[src/rtl/bitwise_op_scheduler.sv]
// Two-requester round-robin sequencer in front of a registered bitwise-logic unit.
// Optional per-requester completion counters are enabled with BITWISE_SCHED_STATS_EN.
module bitwise_op_scheduler #(
    parameter int WIDTH = 8
) (
    input  logic             clk,
    input  logic             rst,
    input  logic [1:0]       req_valid,
    output logic [1:0]       req_ready,
    input  logic [2:0]       req_op0,
    input  logic [WIDTH-1:0] req_a0,
    input  logic [WIDTH-1:0] req_b0,
    input  logic [2:0]       req_op1,
    input  logic [WIDTH-1:0] req_a1,
    input  logic [WIDTH-1:0] req_b1,
    output logic             rsp_valid,
    input  logic             rsp_ready,
    output logic             rsp_id,
    output logic [WIDTH-1:0] rsp_data,
`ifdef BITWISE_SCHED_STATS_EN
    output logic [15:0]      stat_cnt0,
    output logic [15:0]      stat_cnt1,
`endif
    output logic             busy
);

    // Handshake: a transfer happens on a rising edge where valid and ready are both high.
    // Requesters hold valid and operands until accepted; the response is held until consumed.
    typedef enum logic [1:0] {
        ST_IDLE = 2'd0,
        ST_EXEC = 2'd1,
        ST_RESP = 2'd2
    } state_e;

    state_e           state_q, state_d;
    logic             last_grant_q, last_grant_d;
    logic [2:0]       op_q, op_d;
    logic [WIDTH-1:0] a_q, a_d;
    logic [WIDTH-1:0] b_q, b_d;
    logic             id_q, id_d;
    logic             rsp_valid_q, rsp_valid_d;
    logic             rsp_id_q, rsp_id_d;
    logic [WIDTH-1:0] rsp_data_q, rsp_data_d;

    logic             grant_id;
    logic             accept;
    logic             complete;

    function automatic logic [WIDTH-1:0] bit_op(
        input logic [2:0]       op,
        input logic [WIDTH-1:0] a,
        input logic [WIDTH-1:0] b
    );
        logic [WIDTH-1:0] r;
        case (op)
            3'd0:    r = a & b;
            3'd1:    r = a | b;
            3'd2:    r = a ^ b;
            3'd3:    r = ~(a & b);
            3'd4:    r = ~(a | b);
            3'd5:    r = ~(a ^ b);
            3'd6:    r = ~a;
            default: r = a;
        endcase
        return r;
    endfunction

    // On a tie the requester that did not win last time is granted.
    always_comb begin
        if (req_valid == 2'b11) begin
            grant_id = ~last_grant_q;
        end else begin
            grant_id = ~req_valid[0];
        end
    end

    always_comb begin
        req_ready = 2'b00;
        if (state_q == ST_IDLE && req_valid != 2'b00) begin
            req_ready = grant_id ? 2'b10 : 2'b01;
        end
    end

    assign accept   = |(req_valid & req_ready);
    assign complete = (state_q == ST_RESP) && rsp_valid_q && rsp_ready;

    always_comb begin
        state_d      = state_q;
        last_grant_d = last_grant_q;
        op_d         = op_q;
        a_d          = a_q;
        b_d          = b_q;
        id_d         = id_q;
        rsp_valid_d  = rsp_valid_q;
        rsp_id_d     = rsp_id_q;
        rsp_data_d   = rsp_data_q;
        case (state_q)
            ST_IDLE: begin
                if (accept) begin
                    op_d         = grant_id ? req_op1 : req_op0;
                    a_d          = grant_id ? req_a1 : req_a0;
                    b_d          = grant_id ? req_b1 : req_b0;
                    id_d         = grant_id;
                    last_grant_d = grant_id;
                    state_d      = ST_EXEC;
                end
            end
            ST_EXEC: begin
                rsp_data_d  = bit_op(op_q, a_q, b_q);
                rsp_id_d    = id_q;
                rsp_valid_d = 1'b1;
                state_d     = ST_RESP;
            end
            ST_RESP: begin
                if (complete) begin
                    rsp_valid_d = 1'b0;
                    state_d     = ST_IDLE;
                end
            end
            default: begin
                state_d     = ST_IDLE;
                rsp_valid_d = 1'b0;
            end
        endcase
    end

    always_ff @(posedge clk) begin
        if (rst) begin
            state_q      <= ST_IDLE;
            last_grant_q <= 1'b1;
            op_q         <= 3'd0;
            a_q          <= '0;
            b_q          <= '0;
            id_q         <= 1'b0;
            rsp_valid_q  <= 1'b0;
            rsp_id_q     <= 1'b0;
            rsp_data_q   <= '0;
        end else begin
            state_q      <= state_d;
            last_grant_q <= last_grant_d;
            op_q         <= op_d;
            a_q          <= a_d;
            b_q          <= b_d;
            id_q         <= id_d;
            rsp_valid_q  <= rsp_valid_d;
            rsp_id_q     <= rsp_id_d;
            rsp_data_q   <= rsp_data_d;
        end
    end

    assign rsp_valid = rsp_valid_q;
    assign rsp_id    = rsp_id_q;
    assign rsp_data  = rsp_data_q;
    assign busy      = (state_q != ST_IDLE);

`ifdef BITWISE_SCHED_STATS_EN
    logic [15:0] cnt0_q, cnt0_d;
    logic [15:0] cnt1_q, cnt1_d;

    // Counters wrap naturally at 16 bits.
    always_comb begin
        cnt0_d = cnt0_q;
        cnt1_d = cnt1_q;
        if (complete) begin
            if (rsp_id_q) begin
                cnt1_d = cnt1_q + 16'd1;
            end else begin
                cnt0_d = cnt0_q + 16'd1;
            end
        end
    end

    always_ff @(posedge clk) begin
        if (rst) begin
            cnt0_q <= 16'd0;
            cnt1_q <= 16'd0;
        end else begin
            cnt0_q <= cnt0_d;
            cnt1_q <= cnt1_d;
        end
    end

    assign stat_cnt0 = cnt0_q;
    assign stat_cnt1 = cnt1_q;
`endif

endmodule

[config.mk]
export PLATFORM = sky130hd
export DESIGN_NAME = bitwise_op_scheduler
export DESIGN_NICKNAME = d
export VERILOG_FILES = /design/src/rtl/bitwise_op_scheduler.sv
export SDC_FILE = /design/constraint.sdc
export NUM_CORES = 1
export LEC_CHECK = 0
export ABC_AREA = 1
export BUFFER_PORTS_ARGS = -buffer_cell sky130_fd_sc_hd__buf_2
export CORE_MARGIN = 4
export CORE_UTILIZATION = 58
export CTS_CLUSTER_DIAMETER = 200
export CTS_CLUSTER_SIZE = 28
export DETAILED_ROUTE_END_ITERATION = 6
export HOLD_SLACK_MARGIN = 0.06
export PLACE_DENSITY = 0.85
export SLEW_MARGIN = 20
export SYNTH_ARGS = -nofsm -noshare
export SYNTH_HDL_FRONTEND = slang
export SYNTH_SLANG_ARGS = --single-unit
[constraint.sdc]
create_clock -name clk -period 2.7 [get_ports clk]
set_input_delay 0.27 -clock clk [delete_from_list [all_inputs] [get_ports clk]]
set_output_delay 0.27 -clock clk [all_outputs]
set_load 0.02 [all_outputs]
# Word level (Yosys, flattened, before mapping)
# Index checks and enable logic that the tools add are counted.
# word_totals
ff_bits	33
latchBits	0
ramBits	0
mem_bits_ro	0
inputBits	43
word_cells	54
memories	0
# classes
n_addsub	0
mul	0
div_mod_pow	0
order_cmp	0
eq_ne	11
n_shift	0
muxes	12
bitwise_logic	11
reduce_logical	11
# ops
op	n
8-bit one-hot mux with 7 select lines	1
8-bit NOT	4
8-bit two-way mux	2
3-bit equality test, second input constant	3
8-bit AND	1
2-bit two-way mux	4
8-bit bitwise OR	1
8-bit bitwise XOR	1
3-bit by 2-bit equality test with 1-bit output, second input constant	2
2-bit one-hot mux with 3 select lines	1
2-bit AND reduction	3
2-bit equality test, second input constant	2
2-bit != test, second input constant	2
2-bit nonzero test	2
3-bit by 1-bit equality test with 1-bit output, second input constant	1
1-bit logical AND	3
3-bit logical NOT	1
3-bit two-way mux	1
1-bit NOT	3
1-bit one-hot mux with 3 select lines	1
2-bit AND	1
2-bit by 1-bit equality test with 1-bit output, second input constant	1
2-bit logical NOT	1
1-bit two-way mux	2
2-bit OR reduction	1

# Depth between registers and ports, before layout
# logic_depth
word_depth	8
mapped_depth	9
ltp_nobuf	9

# Worst setup path before layout
# Ideal clock, no wire load.
# synth_timing
path_type	reg2out
startpoint	reg state_q[0]
endpoint	out req_ready[1]
arrival_time_ns	1.051
t_required_ns	2.430
path_slack_ns	1.379
path_stages_with_launch	7
path_buffers	1
cell_sequence	dfxtp_1 > nor2_1 > o21ai_0 > buf_2 > inv_1 > nand2_1 > inv_1
# synth_between
elab_chain_len	3
# synth_lines
element	line_no	source
start: declaration	35	state_e state_q, state_d;
start signal: assignment	139	state_q <= state_d;
2-bit logical NOT	79	if (state_q == ST_IDLE && req_valid != 2'b00) begin
1-bit logical AND	79	
2-bit two-way mux	79	
end: declaration	9	output logic [1:0] req_ready,
# No other way between the ends.

# Worst setup path in the final report
# layout_timing
startpoint	reg op_q[2]
endpoint	reg rsp_data_q[2], in the netlist rsp_data[2]
# layout_between
elab_chain_len	2
word_cells_on_any_way	8
cone_classes	eq/ne: 6; mux: 1; reduce/logical: 1
# layout_lines
element	line_no	source
start: declaration	37	logic [2:0] op_q, op_d;
start signal: assignment	141	op_q <= op_d;
3-bit equality test (tied with other cells)	55	case (op)
8-bit one-hot mux with 7 select lines (*)	55	
end signal: assignment	147	rsp_data_q <= rsp_data_d;
end: declaration	43	logic [WIDTH-1:0] rsp_data_q, rsp_data_d;
# Mark *: on every way between the ends. The rest lies on a longest branch, timed or not.
# A chain may end at the register's enable or synchronous reset.

==> results.yml <==
status:
  status: "finished clean"
cts:
  clk_pin_slew_worst_paths_ps: 70
  clock_latency_ps: 290
  htree_levels: 2
  cts_setup_buffers: 0
  cts_root_buf: "clkbuf_8"
  cts_tree: "yes"
  cts_hold_buf: 0
  cts.sinks: 33
  numCtsBuffers: 5
  clockBufferDepth: 2
  cts_resized: 0
pwr:
  power.density_mw_per_mm2: 577
  irDropWorstVdd_uv: 337
  p_leak_nw: 1.67
worst_setup_path:
  start_kind: "flip-flop"
  crit_type: "reg -> reg"
  max_stage_delay_ps: 610
  cp_max_fo: 27
  cp_slowest_cell: "clkinv_1"
  cpMostUsedCell: "nand2_1"
  cp-end-kind: "flip-flop"
  required_ps: 2850
  critPathArrivalTime_ps: 2170
  crit_chain: "buf_4, clkinv_1, nand3_1, nand2_1, nor2_1, nand2_1, nand2_1, a21oi_1"
final_layout:
  nNetsFinal: 502
  drive_gt1_share_pct: 16.4
  fin_util_pct: 70.2
  nFillCells: 347
  area_delta_synth_final_pct: 16.4
  fin_area_sq_mm: 0.00281
  antenna_cells: 0
synthesis:
  synth_cell_type_count: 22
  synth_warnings: 0
  syn_area_sq_mm: 0.00241
  syn-num-nets: 457
  synthCells: 398
  ys_seq_area_share_pct: 27.4
  synth_seq_cells: 33
  avgSynthCellArea_sq_um: 6.06
routing:
  drt_pass1_iterations: 5
  wl_um: 5800
  routed_via_density: 5.18
  via_count: 2561
  wl_per_cell_um: 11.7
  drtAntennaViolNets: 0
  drt-initial-drc-count: 157
  drc: 0
grt:
  grt-ovfl-total: 0
  grt_use_total_pct: 22.9
  grt_max_degree: 32
  grt_pass1_vias: 2375
  grt_pass1_wl_um: 9810
  antenna_found_initial: 0
timing:
  worstMarginPinSlew_ps: 663
  relSlewSlack_pct: 55.5
  finalCritPeriodShare_pct: 75.0
  tns_ps: 0
  rsz0062_at_grt: "no"
  fmax_ghz: 0.494
  setup_slack_ps: 676
  setup_viol: 0
  final_max_slew_viol_count: 0
  hold_viol_final: 0
  hold_ws_ps: 290
  finClkSkew_ps: 6.23
  layout_min_cycle_time_ps: 2020
flow_run:
  cap_violations: 0
floorplanning:
  start_util_pct: 60.3
  die_h_um: 72.5
  io_pins: 56
  fp.coreArea_sq_mm: 0.00400
  die_area_sq_mm: 0.00525
  die_w_um: 72.5
  rows: 23
placement:
  place_area_sq_mm: 0.00269
  place.gp.congestion: 0.860
  hpwl_um: 4150
  numPortBuffers: 55
  place_ws_ps: 761
min_path:
  hold_class: "in -> reg"
[cells by family (layout without fill, tap and decap cells)]
| kind of cell | count (synthesis) | count (layout) | share of synthesized area (%) |
|---|---|---|---|
| flip-flops | 33 | 33 | 27.4 |
| buffers and inverters | 107 | 153 | 17.5 |
| adder cells (fa/ha/maj) | 16 | 16 | 8.30 |
| AND/OR/NAND/NOR | 163 | 163 | 29.9 |
| AO/OA/AOI/OAI | 79 | 79 | 16.9 |
[cell type report]
type                            instances  area [sq um]  share of cell area (%)
Clock buffer                            7          86.3                    3.07
Clock inverter                          1          30.0                    1.07
Inverter                               85           319                    11.4
Multi-Input combinational cell        258          1340                    47.6
Sequential cell                        33           661                    23.5
Tap cell                               50          62.6                    2.23
Timing Repair Buffer                   60           313                    11.1
[synthesized netlist by cell type, drive strengths merged]
library cell / instances / area (sq um)
a211o: 1 / 8.76
inv: 84 / 315
a211oi: 1 / 7.51
buf: 10 / 58.8
clkinv: 1 / 3.75
nor2: 25 / 109
clkbuf: 12 / 45.0
dfxtp: 33 / 661
o211ai: 2 / 15.0
a21oi: 36 / 180
nand2: 88 / 330
nand4: 16 / 100
ha: 16 / 200
o21ai: 39 / 195
nand3: 31 / 160
nand3b: 3 / 22.5
[stage by stage]
stage          power (mW)  instances
6_report             1.62        494
3_3_place_gp         1.12        486
4_1_cts              1.62        494
5_1_grt              1.72        494
2_1_floorplan        1.00        398
3_5_place_dp         1.14        486
[sequential cells by signal, summed over array words and instances (netlist names)]
signal        cells
a_q               8
b_q               8
id_q              1
last_grant_q      1
op_q              3
rsp_data          8
rsp_id            1
rsp_valid         1
state_q           2
[placed cells by master (no fill, tap or decap), types with 2 or more instances in the layout]
cell	instances
buf_4	5
nand4_1	16
dfxtp_1	33
o211ai_1	2
o21ai_2	2
nor2_4	2
nand3b_1	3
nand3_1	30
nand2_1	88
nor2_1	23
ha_1	16
buf_2	55
clkbuf_8	6
a21oi_1	36
o21ai_0	36
inv_1	83
[path summary, 6_finish.rpt]
kind | start | end | cells past startpoint | slack [ps]
hold reg to reg | rsp_data[1] | rsp_data[1] | 2 | 470
setup / recovery | op_q[2] | rsp_data[2] | 8 | 680
hold / removal | req_a1[4] | a_q[4] | 5 | 290
setup reg to reg | op_q[2] | rsp_data[2] | 8 | 680
[metal layers]
metal | GRT usage [%] | wire [um] | vias to the layer above | part of all wire, %
li1 | - | - | 1345 | -
met1 | 27.2 | 2640 | 1128 | 46
met2 | 42.0 | 2740 | 77 | 47
met3 | 3.60 | 312 | 11 | 5.4
met4 | 7.17 | 110 | 0 | 1.9
met5 | 0 | 0 | - | 0
[where the power goes]
part,switching [mW],internal [mW]
Clock,0.184,0.301
Sequential,0.0402,0.547
Combinational,0.355,0.194
Total,0.579,1.04
[worst max-delay path, delay by kind of cell (launching register included)]
| kind | cells | cell delay [ps] |
|---|---|---|
| simple gates | 5 | 620 |
| compound gates | 1 | 60 |
| flops | 1 | 310 |
| buf+inv | 2 | 890 |
(Power assumes the default switching activity.)
